`src/rtl/hazard_forward_unit_pkg.sv`:
```
// Shared widths, forwarding encodings and the destination-slot record used by
// the hazard/forwarding shadow pipeline.
package hazard_forward_unit_pkg;

    localparam int REG_AW = 5;
    localparam int FWD_W  = 2;

    localparam logic [FWD_W-1:0]  FWD_RF   = 2'b00;
    localparam logic [FWD_W-1:0]  FWD_MEM  = 2'b10;
    localparam logic [FWD_W-1:0]  FWD_WB   = 2'b01;
    localparam logic [REG_AW-1:0] REG_ZERO = 5'd0;

    typedef struct packed {
        logic [REG_AW-1:0] dst;
        logic              rw;
        logic              mr;
        logic              v;
    } dst_slot_t;

    // $0 is hardwired, so a write to it never creates a dependency.
    function automatic logic slot_writes(dst_slot_t s, logic [REG_AW-1:0] r);
        return s.v & s.rw & (s.dst == r) & (r != REG_ZERO);
    endfunction

endpackage

```
`src/rtl/hazard_forward_unit_dst.sv`:
```
// One destination-tracking stage {dst, rw, mr, v}; used for MEM and WB.
module dst_slot
    import hazard_forward_unit_pkg::*;
(
    input  logic              clk,
    input  logic              reset_n,
    input  logic [REG_AW-1:0] d_dst,
    input  logic              d_rw,
    input  logic              d_mr,
    input  logic              d_v,
    output logic [REG_AW-1:0] q_dst,
    output logic              q_rw,
    output logic              q_mr,
    output logic              q_v
);

    always_ff @(posedge clk or negedge reset_n) begin
        if (!reset_n) begin
            q_dst <= REG_ZERO;
            q_rw  <= 1'b0;
            q_mr  <= 1'b0;
            q_v   <= 1'b0;
        end else begin
            q_dst <= d_dst;
            q_rw  <= d_rw;
            q_mr  <= d_mr;
            q_v   <= d_v;
        end
    end

endmodule

```
`src/rtl/hazard_forward_unit.sv`:
```
// Shadow EX->MEM->WB register tracker producing load-use/branch stalls and
// EX / ID-branch forwarding selects for the 5-stage datapath.
module hazard_forward_unit
    import hazard_forward_unit_pkg::*;
(
    input  logic              clk,
    input  logic              reset_n,
    input  logic [REG_AW-1:0] id_rs,
    input  logic [REG_AW-1:0] id_rt,
    input  logic              id_use_rs,
    input  logic              id_use_rt,
    input  logic              id_is_branch,
    input  logic [REG_AW-1:0] ex_dst,
    input  logic              ex_reg_write,
    input  logic              ex_mem_read,
    input  logic              flush,
    output logic              stall,
    output logic [FWD_W-1:0]  fwd_a,
    output logic [FWD_W-1:0]  fwd_b,
    output logic              fwd_br_a,
    output logic              fwd_br_b
);

    logic [REG_AW-1:0] r_ex_rs;
    logic [REG_AW-1:0] r_ex_rt;
    logic              r_ex_v;

    dst_slot_t w_ex, w_mem, w_wb;
    logic      w_ex_hit, w_mem_hit;

    // The EX-stage destination comes straight from the datapath's rt/rd mux.
    assign w_ex = '{dst: ex_dst, rw: ex_reg_write & r_ex_v,
                    mr: ex_mem_read & r_ex_v, v: r_ex_v};

    dst_slot u_mem (
        .clk(clk), .reset_n(reset_n),
        .d_dst(w_ex.dst), .d_rw(w_ex.rw), .d_mr(w_ex.mr), .d_v(w_ex.v),
        .q_dst(w_mem.dst), .q_rw(w_mem.rw), .q_mr(w_mem.mr), .q_v(w_mem.v)
    );

    dst_slot u_wb (
        .clk(clk), .reset_n(reset_n),
        .d_dst(w_mem.dst), .d_rw(w_mem.rw), .d_mr(w_mem.mr), .d_v(w_mem.v),
        .q_dst(w_wb.dst), .q_rw(w_wb.rw), .q_mr(w_wb.mr), .q_v(w_wb.v)
    );

    always_ff @(posedge clk or negedge reset_n) begin
        if (!reset_n) begin
            r_ex_rs <= REG_ZERO;
            r_ex_rt <= REG_ZERO;
            r_ex_v  <= 1'b0;
        end else if (stall | flush) begin
            r_ex_rs <= REG_ZERO;
            r_ex_rt <= REG_ZERO;
            r_ex_v  <= 1'b0;
        end else begin
            r_ex_rs <= id_rs & {REG_AW{id_use_rs}};
            r_ex_rt <= id_rt & {REG_AW{id_use_rt}};
            r_ex_v  <= 1'b1;
        end
    end

    assign w_ex_hit  = (id_use_rs & slot_writes(w_ex, id_rs)) |
                       (id_use_rt & slot_writes(w_ex, id_rt));
    assign w_mem_hit = (id_use_rs & slot_writes(w_mem, id_rs)) |
                       (id_use_rt & slot_writes(w_mem, id_rt));

    // A load feeding a branch waits through both EX and MEM: two stall cycles.
    assign stall = (w_ex.mr & w_ex_hit) |
                   (id_is_branch & w_ex_hit) |
                   (id_is_branch & w_mem.mr & w_mem_hit);

    function automatic logic [FWD_W-1:0] fwd_sel(dst_slot_t m, dst_slot_t w,
                                                 logic [REG_AW-1:0] r);
        if (slot_writes(m, r))
            return m.mr ? (slot_writes(w, r) ? FWD_WB : FWD_RF) : FWD_MEM;
        else if (slot_writes(w, r))
            return FWD_WB;
        return FWD_RF;
    endfunction

    assign fwd_a = fwd_sel(w_mem, w_wb, r_ex_rs);
    assign fwd_b = fwd_sel(w_mem, w_wb, r_ex_rt);

    // WB results reach ID through the regfile's write-before-read.
    assign fwd_br_a = id_is_branch & ~w_mem.mr & slot_writes(w_mem, id_rs);
    assign fwd_br_b = id_is_branch & ~w_mem.mr & slot_writes(w_mem, id_rt);

endmodule

```
`config.mk`:
```
export PLATFORM = sky130hd
export DESIGN_NAME = hazard_forward_unit
export DESIGN_NICKNAME = d
export VERILOG_FILES = /design/src/rtl/hazard_forward_unit_pkg.sv /design/src/rtl/hazard_forward_unit_dst.sv /design/src/rtl/hazard_forward_unit.sv
export SDC_FILE = /design/constraint.sdc
export NUM_CORES = 1
export LEC_CHECK = 0
export BUFFER_PORTS_ARGS = -buffer_cell sky130_fd_sc_hd__buf_4
export CAP_MARGIN = 20
export CORE_UTILIZATION = 48
export CTS_CLUSTER_DIAMETER = 40
export CTS_CLUSTER_SIZE = 28
export DETAILED_ROUTE_END_ITERATION = 10
export GPL_ROUTABILITY_DRIVEN = 0
export PLACE_DENSITY_LB_ADDON = 0.1
export SETUP_SLACK_MARGIN = 0.2
export SYNTH_ARGS = -nofsm -noshare
export SYNTH_HDL_FRONTEND = slang
export SYNTH_HIERARCHICAL = 1
export SYNTH_SLANG_ARGS = --single-unit
```
`constraint.sdc`:
```
create_clock -name clk -period 1.5 [get_ports clk]
set_input_delay 0.15 -clock clk [delete_from_list [all_inputs] [get_ports clk]]
set_output_delay 0.15 -clock clk [all_outputs]
set_load 0.01 [all_outputs]
```
==> results.py, run 1 <==
metrics = {
    "outcome": {
        "status": "finished with violations",
        "violations": "DRC, setup timing",
    },
    "clock_tree": {
        "worstSkewPairLatency_ns": 0.34,
        "clock_sinks": 26,
        "cts_max_path_buffers": 2,
        "htree_levels": 1,
        "root_buffer": "clkbuf_4",
        "cts_buffers": 3,
        "path_clk_slew_ns": 0.15,
        "cts_tree": "yes",
    },
    "timing": {
        "relSlewSlack_pct": 72.7,
        "clock_skew_ns": 0.0196,
        "setup_ws_ns": -0.494,
        "post-route-period-util_pct": 133,
        "rsz0062_at_grt": "true",
        "hold_viol_final": 0,
        "slew_viol_final": 0,
        "setup_violations": 18,
        "min_period_ns": 1.99,
        "max_freq_ghz": 0.501,
        "worst_pin_slew_ns": 0.406,
    },
    "setup_path": {
        "startpoint_type": "flip-flop",
        "cp.arrival_ns": 1.84,
        "cp_top_family": "simple AND/OR/NAND/NOR gates",
        "crit_fanout": 3,
        "crit_chain": "xnor2_1 -> nand4_1 -> or3_4 -> nand3_1 -> a31o_1 -> buf_4",
        "crit_buf_inv": 1,
        "cp_slowest_cell": "dfrtp_1",
        "cp.required_ns": 1.35,
        "cp-end-kind": "output port",
        "crit_type": "reg2out",
        "slowest_delay_ns": 0.46,
    },
    "place": {
        "port_buffers": 29,
        "dp_slack_ns": -0.241,
        "place_area_um2": 2030,
        "place_inst": 231,
        "place.detailed.hpwl_um": 2720,
    },
    "floorplanning": {
        "coreArea_um2": 2810,
        "row_count": 19,
        "die_area_um2": 3220,
        "ioPinCount": 30,
        "start_util_pct": 51.2,
        "die_height_um": 56.7,
        "fp.dieW_um": 56.7,
    },
    "global_route": {
        "antenna_found_initial": 0,
        "grt_start_max_net_pins": 27,
        "grt_pass1_wl_um": 6300,
        "grt_use_total_pct": 26.4,
        "grt-ovfl-total": 0,
        "grt_pass1_vias": 1405,
    },
    "final_layout": {
        "insertedDiodeCount": 0,
        "layout-drive-gt1-share_pct": 52.5,
        "final_cell_area_um2": 2360,
        "final_cells": 248,
        "area_growth_pct": 64.5,
        "num-nets-final": 241,
        "layout_common_cells": "59 x buf_4, 25 x dfrtp_1, 19 x xnor2_1",
        "layout_commonest_cell": "buf_4",
    },
    "pwr": {
        "peakVddDrop_mv": 0.744,
        "leakage_nw": 1.08,
        "p_per_area_nw_per_um2": 714,
        "power_w": 0.00169,
    },
    "min_path": {
        "hp-class": "in2reg",
    },
    "synth": {
        "synth.avg_cell_area_um2": 10.5,
        "netlist_area_um2": 1440,
        "synth.net_count": 160,
        "synth_warnings": 6,
        "syn_inst": 137,
    },
    "drt": {
        "final_antenna_net_count": 0,
        "wire_per_inst_um": 16.1,
        "drc": 2,
        "routed-via-count": 1344,
        "first_iter_violations": 38,
        "wl_um": 3990,
        "dr.pass1.iters": 7,
        "vias_per_cell": 5.42,
    },
    "job": {
        "timing.max_cap.violations": 0,
    },
}
metrics by stage:
stage / setup TNS [ns] / util, % / hold slack [ns]
3_3_place_gp: -2.26 / 72.3 / 0.0642
6_report: -4.93 / 84.2 / 0.0514
2_1_floorplan: -0.187 / - / -0.146
3_5_place_dp: -2.54 / 72.3 / 0.0665
5_1_grt: -6.54 / 84.2 / 0.0428
4_1_cts: -3.84 / 81.8 / 0.0429
sequential cells by signal, summed over array words and instances, names as in the netlist, 5 cells and up:
name         count
r_ex_rs          5
r_ex_rt          5
u_mem/q_dst      5
u_wb/q_dst       5
layout make-up:
cell class,count,area [µm²]
Tap cell,31,38.8
Clock buffer,3,22.5
Clock inverter,1,30.0
Timing Repair Buffer,77,638
Sequential cell,26,652
Fill cell,136,443
Inverter,13,48.8
Multi-Input combinational cell,97,932
timing repair:
item,CTS,global route
endpoints found under the hold margin,31,0
gates resized for setup,22,10
pin swaps,13,9
hold buffers,6,0
endpoints found under the setup margin,18,18
buffers inserted,6,1
worst reg2reg max path, stage by stage (launching register included):
cell	delay [ns]
dfrtp_1	0.46
xnor2_1	0.24
nand4_1	0.16
or3_4	0.36
nand4_1	0.16
buf_6	0.17
nor3_2	0.05
where the power goes:
part	switching (W)	internal, W
Clock	0.000214	0.000271
Sequential	0.0000305	0.000734
Combinational	0.000205	0.000233
final timing paths:
path                           startpoint    endpoint  slack (ns)  cells after the start
setup / recovery           u_mem/q_dst[2]       stall       -0.49                      6
max in group asynchronous         reset_n  r_ex_rt[3]        1.01                      2
min in group asynchronous         reset_n  r_ex_rt[4]        0.23                      2
hold reg to reg                 u_mem/q_v    u_wb/q_v        0.50                      1
setup reg to reg           u_mem/q_dst[2]  r_ex_rt[2]       -0.20                      6
hold / removal               ex_reg_write  u_mem/q_rw        0.05                      2
metal layers:
layer / wire length, µm / part of all wire (%) / GRT usage [%] / vias up
met5: 0 / 0 / 0 / -
met2: 2140 / 53 / 46.8 / 50
met1: 1570 / 39 / 30.2 / 657
li1: - / - / - / 621
met3: 151 / 3.8 / 2.76 / 16
met4: 136 / 3.4 / 16.4 / 0
Power figures use the tool's default switching activity.
==> inputs of run 2 (changes only) <==
--- a/config.mk
+++ b/config.mk
@@ -5,7 +5,7 @@
 export SDC_FILE = /design/constraint.sdc
 export NUM_CORES = 1
 export LEC_CHECK = 0
-export BUFFER_PORTS_ARGS = -buffer_cell sky130_fd_sc_hd__buf_4
+export BUFFER_PORTS_ARGS = -buffer_cell sky130_fd_sc_hd__buf_2
 export CAP_MARGIN = 20
 export CORE_UTILIZATION = 48
 export CTS_CLUSTER_DIAMETER = 40
==> run 2 against run 1 <==
  * The run still ends with DRC, setup timing left
  * Register-to-register slack worse by 0.08 ns
  * Sequential power about the same
  * Utilization down 4.5 points
  * Combinational power down 10%
  * Die area unchanged
  * Via count down 4.0%
  * Sequential share of layout area up 1.6 points
==> results.py, run 2 (synthesized netlist as in run 1, its figures left out) <==
metrics = {
    "outcome": {
        "status": "finished with violations",
        "violations": "DRC, setup timing",
    },
    "setup_path": {
        "cp_slowest_cell": "dfrtp_2",
        "cp_top_family": "simple AND/OR/NAND/NOR gates",
        "crit_fanout": 3,
        "cp.required_ns": 1.35,
        "startpoint_type": "flip-flop",
        "r2r_slack_ns": -0.28,
        "cp.arrival_ns": 1.82,
        "slowest_delay_ns": 0.47,
        "crit_chain": "xor2_1 -> nor4_2 -> buf_4 -> nand2_2 -> nor3_2 -> buf_2",
        "crit_type": "reg2out",
        "crit_buf_inv": 2,
        "cp-end-kind": "output port",
    },
    "clock_tree": {
        "clock_sinks": 26,
        "htree_levels": 1,
        "cts_max_path_buffers": 2,
        "cts_buffers": 3,
        "root_buffer": "clkbuf_4",
        "cts_tree": "yes",
        "worstSkewPairLatency_ns": 0.31,
        "path_clk_slew_ns": 0.14,
    },
    "final_layout": {
        "multi_input_area_um2": 886,
        "final_cell_area_um2": 2240,
        "insertedDiodeCount": 0,
        "num-nets-final": 240,
        "seq_area_um2": 652,
        "area_growth_pct": 55.7,
        "final_cells": 247,
        "layout-drive-gt1-share_pct": 50.9,
        "num-fill-cells": 167,
        "layout_common_cells": "29 x buf_2, 29 x buf_4, 25 x dfrtp_1",
        "fin_util_pct": 79.7,
    },
    "timing": {
        "post-route-period-util_pct": 131,
        "min_period_ns": 1.97,
        "hold_viol_final": 0,
        "max_freq_ghz": 0.508,
        "clock_skew_ns": 0.00891,
        "worst_pin_slew_ns": 0.552,
        "relSlewSlack_pct": 63.2,
        "rsz0062_at_grt": "true",
        "setup_violations": 18,
        "slew_viol_final": 0,
        "setup_ws_ns": -0.467,
    },
    "floorplanning": {
        "row_count": 19,
        "coreArea_um2": 2810,
        "ioPinCount": 30,
        "die_height_um": 56.7,
        "fp.dieW_um": 56.7,
        "start_util_pct": 51.2,
        "die_area_um2": 3220,
    },
    "global_route": {
        "grt_start_max_net_pins": 27,
        "grt_pass1_vias": 1449,
        "grt_use_total_pct": 25.7,
        "grt-ovfl-total": 0,
        "grt_pass1_wl_um": 6350,
        "antenna_found_initial": 0,
    },
    "place": {
        "place.detailed.hpwl_um": 2750,
        "place_area_um2": 1940,
        "place_inst": 229,
        "port_buffers": 29,
    },
    "drt": {
        "routed-via-count": 1290,
        "final_antenna_net_count": 0,
        "wl_um": 3600,
        "first_iter_violations": 46,
        "drc": 2,
        "vias_per_cell": 5.22,
        "wire_per_inst_um": 14.6,
        "dr.pass1.iters": 7,
    },
    "pwr": {
        "p_per_area_nw_per_um2": 725,
        "p_int_w": 0.00121,
        "p_comb_share_pct": 24.3,
        "leakage_nw": 1.04,
        "peakVddDrop_mv": 0.693,
        "switching_share_pct": 25.3,
        "p_sw_w": 0.000410,
        "power_w": 0.00162,
        "seqPwrFrac_pct": 47.2,
        "clockPowerShare_pct": 28.5,
    },
    "job": {
        "timing.max_cap.violations": 0,
    },
    "min_path": {
        "hp-class": "in2reg",
    },
}
==> run 2: changes by cell type in the layout (fill, tap and decap cells not counted), moves of 2 or more <==
cell / change
buf_2: +29
xor2_1: +3
buf_4: -30
xor2_2: -2
==> run 2: path summary, 6_finish.rpt <==
check / cells past startpoint / endpoint / from
worst max-delay path: 6 / fwd_br_a / u_mem/q_dst[1]
worst min-delay path: 2 / u_mem/q_rw / ex_reg_write
worst max register to register: 7 / r_ex_rt[4] / u_mem/q_dst[1]
worst min register to register: 0 / u_wb/q_rw / u_mem/q_rw
max in group asynchronous: 2 / u_mem/q_dst[1] / reset_n
min in group asynchronous: 2 / r_ex_rt[3] / reset_n
==> run 2: layer usage <==
metal / routed length [µm] / vias up / global-route usage [%]
met3: 103 / 8 / 2.76
met1: 1430 / 624 / 28.9
met5: 0 / - / 0
li1: - / 624 / -
met4: 93 / 0 / 10.7
met2: 1970 / 34 / 48.6
==> run 2: repair_timing <==
action	4_1_cts	5_1_grt
buffers inserted	7	1
cloned	0	0
endpoints found under the hold margin	30	1
gates resized for setup	24	2
pin swaps	15	5
endpoints found under the setup margin	18	18
hold buffers	5	1
==> run 2: cell type report <==
class	instances	area share [%]
sequential	26	29.2
multi-input combinational	97	39.6
timing repair buffer	76	25.0
clock buffer	3	1.01
inverter	13	2.18
tap	31	1.73
clock inverter	1	1.34
==> run 2: stage by stage <==
step	setup TNS [ns]	worst slack, ns	hold WS [ns]
3_5_place_dp	-2.37	-0.231	0.163
2_1_floorplan	-0.187	-0.0181	-0.146
3_3_place_gp	-2.00	-0.185	0.160
4_1_cts	-3.79	-0.422	0.000261
5_1_grt	-7.09	-0.549	0.0514
6_report	-5.63	-0.467	0.0648
==> run 2: power by group through the flow <==
stage | clock, W | sequential [W] | combinational [W]
2_1_floorplan | 0 | 0.000779 | 0.000167
3_3_place_gp | 0 | 0.000776 | 0.000322
3_5_place_dp | 0 | 0.000777 | 0.000332
4_1_cts | 0.000473 | 0.000764 | 0.000385
5_1_grt | 0.000503 | 0.000769 | 0.000426
6_report | 0.000462 | 0.000765 | 0.000394
==> inputs of run 3 (changes only) <==
--- a/config.mk
+++ b/config.mk
@@ -5,9 +5,10 @@
 export SDC_FILE = /design/constraint.sdc
 export NUM_CORES = 1
 export LEC_CHECK = 0
+export ABC_AREA = 1
 export BUFFER_PORTS_ARGS = -buffer_cell sky130_fd_sc_hd__buf_2
 export CAP_MARGIN = 20
-export CORE_UTILIZATION = 48
+export CORE_UTILIZATION = 49
 export CTS_CLUSTER_DIAMETER = 40
 export CTS_CLUSTER_SIZE = 28
 export DETAILED_ROUTE_END_ITERATION = 10
==> constraint.sdc (replaced) <==
create_clock -name clk -period 1.5 [get_ports clk]
set_input_delay 0.3 -clock clk [delete_from_list [all_inputs] [get_ports clk]]
set_output_delay 0.3 -clock clk [all_outputs]
set_load 0.01 [all_outputs]
==> run 3 against run 2 <==
  * The run still ends with DRC, setup timing left
  * Cell count grew 21%
  * Clock skew shrank 0.0057 ns
  * Via count grew 18%
  * Sequential power grew 0.9%
  * Total power shrank 13%
  * Area after synthesis grew 6.4%
  * Fmax grew 3.1%
  * Critical endpoint is now stall
  * Largest power group unchanged
==> results.py, run 3 <==
metrics = {
    "timing": {
        "setup_ws_ns": -0.408,
        "rsz0062_at_grt": "true",
        "post-route-period-util_pct": 127,
        "setup_violations": 11,
        "slew_viol_final": 0,
        "fin_setup_tns_ns": -2.44,
        "worst_pin_slew_ns": 0.585,
        "max_freq_ghz": 0.524,
        "clock_skew_ns": 0.00324,
        "min_period_ns": 1.91,
        "hold_viol_final": 0,
        "relSlewSlack_pct": 61.0,
    },
    "floorplanning": {
        "ioPinCount": 30,
        "die_area_um2": 3350,
        "die_height_um": 57.9,
        "row_count": 19,
        "start_util_pct": 53.6,
        "fp.dieW_um": 57.9,
        "coreArea_um2": 2850,
    },
    "setup_path": {
        "crit_chain": "inv_2 -> nand2_1 -> nand3_1 -> nor2_2 -> nand3_2 -> nand2_2 -> nand2_4 -> nand2_2 -> buf_6",
        "r2r_start": "u_mem/q_dst[1]",
        "cp.required_ns": 1.20,
        "crit_fanout": 7,
        "cp-end-kind": "output port",
        "r2r_slack_ns": -0.02,
        "slowest_delay_ns": 0.45,
        "cp_top_family": "simple AND/OR/NAND/NOR gates",
        "crit_top_cell": "nand2_2",
        "crit_buf_inv": 2,
        "rr_worst_depth": 10,
        "r2r-end": "r_ex_rt[3]",
        "crit_type": "reg2out",
        "startpoint_type": "flip-flop",
        "cp.arrival_ns": 1.61,
        "cp_slowest_cell": "dfrtp_2",
    },
    "job": {
        "timing.max_cap.violations": 0,
    },
    "pwr": {
        "leakage_nw": 1.08,
        "p_per_area_nw_per_um2": 727,
        "peakVddDrop_mv": 0.384,
    },
    "final_layout": {
        "final_cells": 298,
        "area_growth_pct": 26.8,
        "num-nets-final": 291,
        "insertedDiodeCount": 0,
        "num-fill-cells": 253,
        "layout_commonest_cell": "nand2_1",
        "layout_common_cells": "69 x nand2_1, 31 x nor2_1, 29 x inv_1",
        "layout-drive-gt1-share_pct": 27.7,
    },
    "clock_tree": {
        "cts_buffers": 3,
        "worstSkewPairLatency_ns": 0.32,
        "cts_max_path_buffers": 2,
        "clock_sinks": 26,
        "htree_levels": 1,
        "cts_tree": "yes",
        "path_clk_slew_ns": 0.14,
        "root_buffer": "clkbuf_4",
    },
    "drt": {
        "routed-via-count": 1517,
        "dr.pass1.iters": 7,
        "wl_um": 3910,
        "wire_per_inst_um": 13.1,
        "first_iter_violations": 78,
        "vias_per_cell": 5.09,
        "final_antenna_net_count": 0,
        "drc": 1,
    },
    "global_route": {
        "grt_pass1_vias": 1395,
        "grt_pass1_wl_um": 6080,
        "grt-ovfl-total": 0,
        "grt_use_total_pct": 23.7,
        "grt_start_max_net_pins": 27,
        "antenna_found_initial": 0,
    },
    "min_path": {
        "hold_end": "u_mem/q_dst[4]",
        "min_path_cells": 1,
        "hp-class": "in2reg",
        "min_from": "ex_dst[4]",
    },
    "place": {
        "place.detailed.hpwl_um": 2830,
        "place_inst": 287,
        "port_buffers": 29,
        "dp_slack_ns": -0.0570,
    },
    "outcome": {
        "violations": "DRC, setup timing",
        "status": "finished with violations",
    },
    "synth": {
        "synth.net_count": 245,
        "synth_warnings": 6,
        "synth.avg_cell_area_um2": 6.89,
        "netlist_area_um2": 1530,
        "syn_inst": 222,
    },
}
[run 3: cell types whose count changed in the layout (fill, tap and decap cells not counted), moves of 8 or more]
cell     delta
buf_4      -18
buf_6      -11
inv_1      +17
nand2_1    +67
nand3_1     +8
nor2_1     +28
nor3_2     -10
xnor2_1    -13
xor2_1      -9
[run 3: worst max path at each step]
stage / end / slack, ns / cells after the start / start
2_1_floorplan: fwd_b[0] / 0.1 / 5 / u_mem/q_dst[2]
3_3_place_gp: stall / -0.05 / 12 / id_rs[1]
3_5_place_dp: fwd_b[0] / -0.06 / 6 / u_mem/q_dst[2]
4_1_cts: fwd_a[0] / -0.36 / 6 / u_mem/q_dst[0]
5_1_grt: stall / -0.49 / 9 / u_mem/q_dst[1]
6_report: stall / -0.41 / 9 / u_mem/q_dst[1]
[run 3: repair_timing]
| action | CTS | global route |
|---|---|---|
| cloned | 0 | 1 |
| setup buffers | 1 | 4 |
| hold endpoints to repair | 26 | 0 |
| hold buffers | 1 | 0 |
| pin swaps | 3 | 8 |
| gates resized for setup | 9 | 13 |
| endpoints found under the setup margin | 18 | 18 |
[run 3: where the power goes]
| group | leakage (nW) | switching (W) | internal (W) | total, W |
|---|---|---|---|---|
| combinational | 0.735 | 0.000168 | 0.000113 | 0.000282 |
| clock | 0.0210 | 0.000208 | 0.000149 | 0.000357 |
| sequential | 0.321 | 0.0000376 | 0.000735 | 0.000772 |
| total | 1.08 | 0.000414 | 0.000997 | 0.00141 |
[run 3: cell type report]
| type | instances | area [µm²] | area share [%] |
|---|---|---|---|
| Multi-Input combinational cell | 161 | 833 | 43.0 |
| Sequential cell | 26 | 656 | 33.8 |
| Timing Repair Buffer | 41 | 244 | 12.6 |
| Inverter | 35 | 131 | 6.77 |
| Tap cell | 31 | 38.8 | 2.00 |
| Clock buffer | 4 | 36.3 | 1.87 |
[run 3: layer usage]
metal | track usage, % | vias up | share of wire (%)
met5 | 0 | - | 0
li1 | - | 775 | -
met3 | 2.68 | 9 | 5.3
met1 | 30.9 | 683 | 42
met2 | 41.9 | 50 | 50
met4 | 6.46 | 0 | 1.8
[run 3: through the flow]
step / hold slack [ns] / cell area [µm²] / utilization, % / power, W
2_1_floorplan: 0.00441 / 1560 / - / 0.000923
3_3_place_gp: 0.326 / 1770 / 62.1 / 0.00103
3_5_place_dp: 0.326 / 1770 / 62.1 / 0.00104
4_1_cts: 0.125 / 1850 / 65.0 / 0.00139
5_1_grt: 0.107 / 1940 / 68.0 / 0.00148
6_report: 0.122 / 1940 / 68.0 / 0.00141
